===== config.mk =====
export PLATFORM = sky130hd
export DESIGN_NAME = m_pcpi_frontend
export DESIGN_NICKNAME = d
export VERILOG_FILES = /design/src/rtl/m_pkg.sv /design/src/rtl/m_pcpi_frontend.sv
export SDC_FILE = /design/constraint.sdc
export NUM_CORES = 1
export LEC_CHECK = 0
export CAP_MARGIN = 20
export CELL_PAD_IN_SITES_DETAIL_PLACEMENT = 1
export CELL_PAD_IN_SITES_GLOBAL_PLACEMENT = 1
export CORE_ASPECT_RATIO = 0.9
export CORE_MARGIN = 2
export CORE_UTILIZATION = 29
export DETAILED_ROUTE_END_ITERATION = 16
export GPL_TIMING_DRIVEN = 0
export MAX_ROUTING_LAYER = met4
export PLACE_DENSITY = 0.76
export SLEW_MARGIN = 20
export SYNTH_ARGS = -nofsm -noshare
export SYNTH_HDL_FRONTEND = slang
export SYNTH_SLANG_ARGS = --single-unit

===== constraint.sdc =====
create_clock -name clk -period 4.7 [get_ports clk]
set_input_delay 0.94 -clock clk [delete_from_list [all_inputs] [get_ports clk]]
set_output_delay 0.94 -clock clk [all_outputs]
set_load 0.02 [all_outputs]

===== src/rtl/m_pkg.sv =====
// Shared opcode/func definitions for the M and custom modular-arithmetic coprocessor.
package m_pkg;

  localparam logic [6:0] OPCODE        = 7'b0110011;
  localparam logic [6:0] FUNC7         = 7'b0000001;
  localparam logic [6:0] OPCODE_CUSTOM = 7'b0001011;

  typedef enum logic [2:0] {
    F3_MUL    = 3'b000,
    F3_MULH   = 3'b001,
    F3_MULHSU = 3'b010,
    F3_MULHU  = 3'b011,
    F3_DIV    = 3'b100,
    F3_DIVU   = 3'b101,
    F3_REM    = 3'b110,
    F3_REMU   = 3'b111
  } mul_func3_e;

  // func3 space under OPCODE_CUSTOM
  typedef enum logic [2:0] {
    ADDMOD = 3'b000,
    SUBMOD = 3'b001,
    MODQ   = 3'b010
  } func3_e;

  function automatic logic [6:0] get_ir_opcode(logic [31:0] ir);
    return ir[6:0];
  endfunction

  function automatic logic [4:0] get_ir_rd(logic [31:0] ir);
    return ir[11:7];
  endfunction

  function automatic logic [2:0] get_ir_func3(logic [31:0] ir);
    return ir[14:12];
  endfunction

  function automatic logic [4:0] get_ir_rs1(logic [31:0] ir);
    return ir[19:15];
  endfunction

  function automatic logic [4:0] get_ir_rs2(logic [31:0] ir);
    return ir[24:20];
  endfunction

  function automatic logic [6:0] get_ir_func7(logic [31:0] ir);
    return ir[31:25];
  endfunction

  function automatic logic is_coproc_insn(logic [31:0] ir);
    logic m_hit;
    logic c_hit;
    m_hit = (get_ir_opcode(ir) == OPCODE) && (get_ir_func7(ir) == FUNC7);
    c_hit = (get_ir_opcode(ir) == OPCODE_CUSTOM) &&
            ((get_ir_func3(ir) == ADDMOD) || (get_ir_func3(ir) == SUBMOD) ||
             (get_ir_func3(ir) == MODQ));
    return m_hit || c_hit;
  endfunction

endpackage


===== src/rtl/m_pcpi_frontend.sv =====
// Registered PCPI front-end: claims coprocessor instructions, holds operands,
// returns a registered result, and recovers from hung or abandoned operations.
module m_pcpi_frontend
  import m_pkg::*;
#(
  parameter int TIMEOUT = 48
) (
  input  logic        clk,
  input  logic        reset,
  input  logic        cpu_valid,
  input  logic [31:0] cpu_insn,
  input  logic [31:0] cpu_rs1,
  input  logic [31:0] cpu_rs2,
  output logic        cpu_wr,
  output logic [31:0] cpu_rd,
  output logic        cpu_wait,
  output logic        cpu_ready,
  output logic        core_valid,
  output logic [31:0] core_insn,
  output logic [31:0] core_rs1,
  output logic [31:0] core_rs2,
  input  logic        core_wr,
  input  logic [31:0] core_rd,
  input  logic        core_busy,
  input  logic        core_ready,
  output logic        err_timeout
);

  localparam int TW = $clog2(TIMEOUT + 1);

  typedef enum logic [2:0] {IDLE, ISSUE, WAIT, RESP, DRAIN, COOL} state_e;

  state_e        state, state_nxt;
  logic [TW-1:0] timer;
  logic [31:0]   rd_q;
  logic          wr_q;
  logic          accept;
  logic          timer_hit;
  logic          unused;

  // busy is informational only; the handshake relies solely on core_ready
  assign unused = core_busy;

  assign accept    = cpu_valid && is_coproc_insn(cpu_insn);
  assign timer_hit = (timer == TW'(TIMEOUT - 1));

  always_comb begin
    state_nxt = state;
    case (state)
      IDLE:    if (accept) state_nxt = ISSUE;
      ISSUE:   state_nxt = WAIT;
      WAIT: begin
        if (core_ready || timer_hit) state_nxt = RESP;
        else if (!cpu_valid)         state_nxt = DRAIN;
      end
      RESP:    state_nxt = COOL;
      DRAIN:   if (core_ready || timer_hit) state_nxt = COOL;
      COOL:    state_nxt = IDLE;
      default: state_nxt = IDLE;
    endcase
  end

  always_ff @(posedge clk or posedge reset) begin
    if (reset) begin
      state       <= IDLE;
      timer       <= '0;
      rd_q        <= '0;
      wr_q        <= 1'b0;
      core_insn   <= '0;
      core_rs1    <= '0;
      core_rs2    <= '0;
      err_timeout <= 1'b0;
    end else begin
      state <= state_nxt;

      // timer reads 0 during ISSUE so the forced RESP lands at cycle TIMEOUT+1
      if (state == IDLE && accept) begin
        core_insn <= cpu_insn;
        core_rs1  <= cpu_rs1;
        core_rs2  <= cpu_rs2;
        timer     <= '0;
      end else if ((state == ISSUE || state == WAIT || state == DRAIN) &&
                   timer != {TW{1'b1}}) begin
        timer <= timer + 1'b1;
      end

      if (state == WAIT) begin
        if (core_ready) begin
          rd_q <= core_rd;
          wr_q <= core_wr;
        end else if (timer_hit) begin
          rd_q        <= '0;
          wr_q        <= 1'b0;
          err_timeout <= 1'b1;
        end
      end

      if (state == DRAIN && !core_ready && timer_hit) err_timeout <= 1'b1;
    end
  end

  assign core_valid = (state == ISSUE);
  assign cpu_wait   = (state == ISSUE) || (state == WAIT);
  assign cpu_ready  = (state == RESP);
  assign cpu_rd     = cpu_ready ? rd_q : '0;
  assign cpu_wr     = cpu_ready && wr_q;

endmodule


==> results.json, run 1 <==
{
  "status": "finished clean",
  "tightestPinTransition_ns": 0.6610,
  "io_buffers": 265,
  "synth-edff-count": 0,
  "rows": 48,
  "post_cts_resized": 0,
  "maxCapViolCount": 0,
  "ys_seq_area_share_pct": 60.55,
  "pin_count": 267,
  "fin_cells": 939,
  "post_dp_cell_area_um2": 8745,
  "firstDrtPassIters": 6,
  "layout_commonest_cell": "clkdlybuf4s50_1",
  "routabilityCongestion": 0.8045,
  "slew_viol_final": 0,
  "crit_required_ns": 3.76,
  "synth_mux_area_share_pct": 19.73,
  "synth_compound_area_share_pct": 8.647,
  "synth.avg_cell_area_um2": 14.65,
  "dieWidth_um": 152.4,
  "async_flop_share_pct": 100.0,
  "r2r_setup_slack_ns": 2.57,
  "htreeDepth": 4,
  "dr_total_vias": 4422,
  "ir_worst_vdd_uv": 183.3,
  "setup_viol_count_final": 0,
  "core_um2": 19280,
  "drive_gt1_share_pct": 19.01,
  "diodes": 0,
  "pwr-share-seq_pct": 41.7,
  "finalCritPeriodShare_pct": 78.50,
  "syn2layout_area_growth_pct": 61.84,
  "r2r-start": "timer[0]",
  "place_worst_setup_slack_ns": 1.467,
  "max_freq_mhz": 271.0,
  "p_int_mw": 2.575,
  "cp_max_fo": 10,
  "combPwrFrac_pct": 23.7,
  "clock-root-buffer": "clkbuf_16",
  "cp-start-kind": "flop",
  "post_cts_buffers": 0,
  "cts_inserted_buffers": 17,
  "yosys.area.top_type": "dfrtp_1",
  "layout.nets": 812,
  "clock_latency_ns": 0.41,
  "wl_um": 17800,
  "synth_fa_ha_area_share_pct": 0.2178,
  "initial_core_util_pct": 29.80,
  "hold_viol_final": 0,
  "place_inst": 908,
  "grt_setup_unrepaired": "false",
  "hold-path-cell-count": 1,
  "grt_max_degree": 86,
  "worst_slack_ns": 1.011,
  "wl_per_cell_um": 18.96,
  "via_per_inst": 4.709,
  "synthFlopType": "dfrtp_1",
  "die_y_um": 137.5,
  "synth_top_family_by_area": "multiplexers",
  "slew_headroom_pct": 55.84,
  "leakage_nw": 4.408,
  "reg2reg_depth": 7,
  "grt_pass1_vias": 5030,
  "r2r-end": "rd_q[29]",
  "p_switching_mw": 1.065,
  "layout_common_cells": "clkdlybuf4s50_1, dfrtp_1, mux2_4, a22o_1, and3_1",
  "holdPathEnd": "core_insn[0]",
  "crit_type": "reg2out",
  "synth_seq_cells": 139,
  "synth-xor-area-share_pct": 0.3049,
  "ys_types": 36,
  "cp-end-kind": "primary output",
  "fin_area_um2": 9296,
  "synth_warnings": 0,
  "synth_top_area_share_pct": 60.55,
  "grt_usage_pct": 17.50,
  "netlist_instances": 392,
  "ant_nets": 0,
  "min_path_type": "reg2reg",
  "fin_skew_ns": 0.008836,
  "place.detailed.hpwl_um": 13600,
  "syn-num-nets": 527,
  "antenna_found_initial": 0,
  "total_power_mw": 3.640,
  "finalCriticalPeriod_ns": 3.689,
  "powerDensity_nw_per_um2": 391.5,
  "syn-cell-area_um2": 5744,
  "tritoncts": "done",
  "synth.area.top_cells": "dfrtp_1, mux2_4, mux2_2, a22o_1, and3_1",
  "clock_sinks": 139,
  "worstPathArrival_ns": 2.75,
  "drtIter0Drc": 130,
  "yosys.area_share.simple_pct": 7.711,
  "gr-total-overflow": 0,
  "finalSetupTns_ns": 0,
  "path_clk_slew_ns": 0.06,
  "die_area_um2": 20950,
  "hp-start": "core_insn[0]",
  "pwr-share-clk_pct": 34.6,
  "cts_buffer_depth": 2,
  "p_sw_share_pct": 29.27,
  "grt_pass1_wl_um": 27640,
  "drcViolationCount": 0,
  "ctsHoldBuffers": 0
}
[power by group through the flow]
stage               Combinational (mW)  Clock (mW)  Sequential [mW]
floorplan                        0.456           0             1.54
global placement                 0.824           0             1.52
detailed placement               0.872           0             1.53
CTS                              0.873        1.30             1.52
global route                     0.944        1.35             1.54
finish                           0.863        1.26             1.52
[cell usage after synthesis, types with 4 or more instances]
| library cell | instances |
|---|---|
| buf_2 | 6 |
| mux2_2 | 34 |
| clkbuf_1 | 15 |
| buf_6 | 6 |
| a21oi_1 | 6 |
| a22o_1 | 38 |
| a21o_1 | 5 |
| nand2_1 | 5 |
| o21ai_0 | 7 |
| nor2_1 | 8 |
| nand3_1 | 4 |
| and2_1 | 4 |
| mux2_4 | 50 |
| and3_1 | 36 |
| dfrtp_1 | 139 |
[cell type report]
cell class | instances | area [um2]
clock buffer | 18 | 429.2
fill | 1967 | 9982
timing repair buffer | 266 | 2680
tap | 250 | 312.8
multi-input combinational | 224 | 2103
clock inverter | 13 | 122.6
inverter | 1 | 11.26
sequential | 139 | 3478
buffer | 28 | 158.9
[kinds of logic after synthesis]
kind of cell,Yosys count
buffers and inverters,29
XOR/XNOR,2
AO/OA/AOI/OAI,63
adder cells (fa/ha/maj),1
multiplexers,84
flip-flops,139
AND/OR/NAND/NOR,74
[through the flow]
step	hold slack [ns]	utilization (%)
floorplan	0.4646	-
global placement	0.4483	45.18
detailed placement	0.4530	45.36
CTS	0.4713	48.22
global route	0.4837	48.22
finish	0.4629	48.22
[flip-flops by register name, summed over array words and instances (netlist names)]
signal and count:
timer 6, core_rs1 32, err_timeout 1, core_rs2 32
wr_q 1, state 3, core_insn 32, rd_q 32
[worst max-delay path, cell delays in order, from the launching register on]
cell             delay [ns]
dfrtp_1                0.33
buf_2                  0.18
nor2b_1                0.57
clkbuf_1               0.42
and3_1                 0.24
clkdlybuf4s50_1        0.61
[how the worst max path moves through the flow]
stage	start	to	slack (ns)	cells after the start
after global placement	reset	rd_q[18]	-1.76	2
after CTS	state[1]	cpu_rd[27]	1.01	5
final	state[1]	cpu_rd[27]	1.01	5
after floorplan	reset	core_insn[0]	0.04	1
after detailed placement	state[1]	cpu_rd[27]	1.47	5
after global routing	state[2]	cpu_rd[26]	0.82	5
[per-layer routing]
metal | GRT usage [%] | part of all wire [%]
met1 | 20.90 | 43
met2 | 28.88 | 49
met3 | 5.725 | 7.2
met4 | 4.517 | 1.4
met5 | - | 0
Power figures use the tool's default switching activity.
==> run 2, diff against run 1 <==
Clock period 4.7 ns to 3.3 ns, I/O delays scaled along.
==> results.json, run 2 (same netlist as run 1, synthesis figures left out) <==
{
  "r2r-start": "timer[0]",
  "crit_family": "buffers and inverters",
  "holdWs_ns": 0.4759,
  "cp.depth": 5,
  "pwr-share-clk_pct": 34.6,
  "reg2reg_depth": 7,
  "cp.buffers_inverters": 3,
  "p_int_mw": 3.687,
  "combPwrFrac_pct": 23.9,
  "syn2layout_area_growth_pct": 63.34,
  "finalSetupTns_ns": 0,
  "grt_pass1_wl_um": 28410,
  "via_per_inst": 4.727,
  "core_um2": 19280,
  "initial_core_util_pct": 29.80,
  "grt_usage_pct": 18.09,
  "dr_total_vias": 4462,
  "layout.nets": 816,
  "cts_buffer_depth": 2,
  "total_power_mw": 5.221,
  "grt_max_degree": 34,
  "slowest_delay_ns": 0.61,
  "critPathLaunch": "state[1]",
  "grt_setup_unrepaired": "false",
  "drtIter0Drc": 171,
  "worstPathArrival_ns": 2.46,
  "fin_skew_ns": 0.01187,
  "clock_latency_ns": 0.42,
  "worst_slack_ns": 0.1786,
  "cts_inserted_buffers": 17,
  "leakage_nw": 4.463,
  "status": "finished clean",
  "finalCritPeriodShare_pct": 94.59,
  "clock-root-buffer": "clkbuf_16",
  "drcViolationCount": 0,
  "pwr-share-seq_pct": 41.5,
  "p_switching_mw": 1.534,
  "hold_viol_final": 0,
  "maxCapViolCount": 0,
  "tritoncts": "done",
  "cp-start-kind": "flop",
  "min_path_type": "in2async",
  "die_y_um": 137.5,
  "clock_sinks": 139,
  "io_buffers": 265,
  "place_worst_setup_slack_ns": 0.3829,
  "crit_type": "reg2out",
  "setup_viol_count_final": 0,
  "finalCriticalPeriod_ns": 3.121,
  "final_util_pct": 48.67,
  "firstDrtPassIters": 4,
  "ctsHoldBuffers": 0,
  "die_area_um2": 20950,
  "drive_gt1_share_pct": 20.17,
  "routabilityCongestion": 0.7999,
  "wl_um": 18340,
  "path_clk_slew_ns": 0.06,
  "layout_commonest_cell": "clkdlybuf4s50_1",
  "slowest_stage": "clkdlybuf4s50_1",
  "diodes": 0,
  "gr-total-overflow": 0,
  "p_sw_share_pct": 29.38,
  "max_freq_mhz": 320.4,
  "antenna_found_initial": 0,
  "crit_required_ns": 2.64,
  "grt_pass1_vias": 4967,
  "cp_max_fo": 10,
  "wl_per_cell_um": 19.43,
  "powerDensity_nw_per_um2": 556.4,
  "layout_common_cells": "clkdlybuf4s50_1, dfrtp_1, mux2_4, a22o_1, and3_1",
  "cp-end-kind": "primary output",
  "pin_count": 267,
  "tightestPinTransition_ns": 0.5330,
  "ant_nets": 0,
  "ir_worst_vdd_uv": 279.2,
  "rows": 48,
  "path_cells": "buf_2 > nor2b_2 > clkbuf_1 > and3_1 > clkdlybuf4s50_1",
  "htreeDepth": 4,
  "slew_headroom_pct": 64.47,
  "slew_viol_final": 0,
  "place.detailed.hpwl_um": 14070,
  "dieWidth_um": 152.4
}
run 2: per-stage QoR:
step	cell area [um2]	cells
floorplan	5748	392
global placement	8713	907
detailed placement	8821	912
CTS	9378	944
global route	9383	944
finish	9383	944
run 2: timing repair:
item                       in CTS  in global routing
gates cloned                    0                  0
gates resized for setup         1                  8
setup endpoints to repair       8                 20
pin swaps                       0                  0
setup buffers                   0                  0
run 2: power groups by stage:
| stage | registers, mW | logic, mW | clock network, mW |
|---|---|---|---|
| final | 2.16 | 1.25 | 1.81 |
| after global routing | 2.20 | 1.36 | 1.94 |
| after CTS | 2.17 | 1.25 | 1.86 |
| after detailed placement | 2.19 | 1.25 | 0 |
| after global placement | 2.17 | 1.17 | 0 |
| after floorplan | 2.20 | 0.650 | 0 |
run 2: worst paths after layout:
path / slack (ns) / endpoint
max reg2reg: 1.17 / rd_q[31]
max in group asynchronous: 1.72 / core_insn[23]
min reg2reg: 0.48 / core_insn[1]
max: 0.18 / cpu_rd[6]
min in group clk: 0.48 / core_insn[1]
min: 0.48 / core_rs1[31]
run 2: cell type report:
| type | count | area (um2) |
|---|---|---|
| fill | 1942 | 9896 |
| inverter | 1 | 7.507 |
| sequential | 139 | 3478 |
| tap | 250 | 312.8 |
| timing repair buffer | 270 | 2760 |
| multi-input combinational | 224 | 2106 |
| clock inverter | 13 | 121.4 |
| buffer | 28 | 163.9 |
| clock buffer | 19 | 432.9 |
run 2: layer usage:
layer | track usage (%) | vias to the layer above | routed length, um
met2 | 29.25 | 193 | 9059
li1 | - | 2015 | -
met4 | 5.607 | 0 | 244
met3 | 4.907 | 18 | 1226
met5 | - | - | 0
met1 | 22.36 | 2236 | 7812
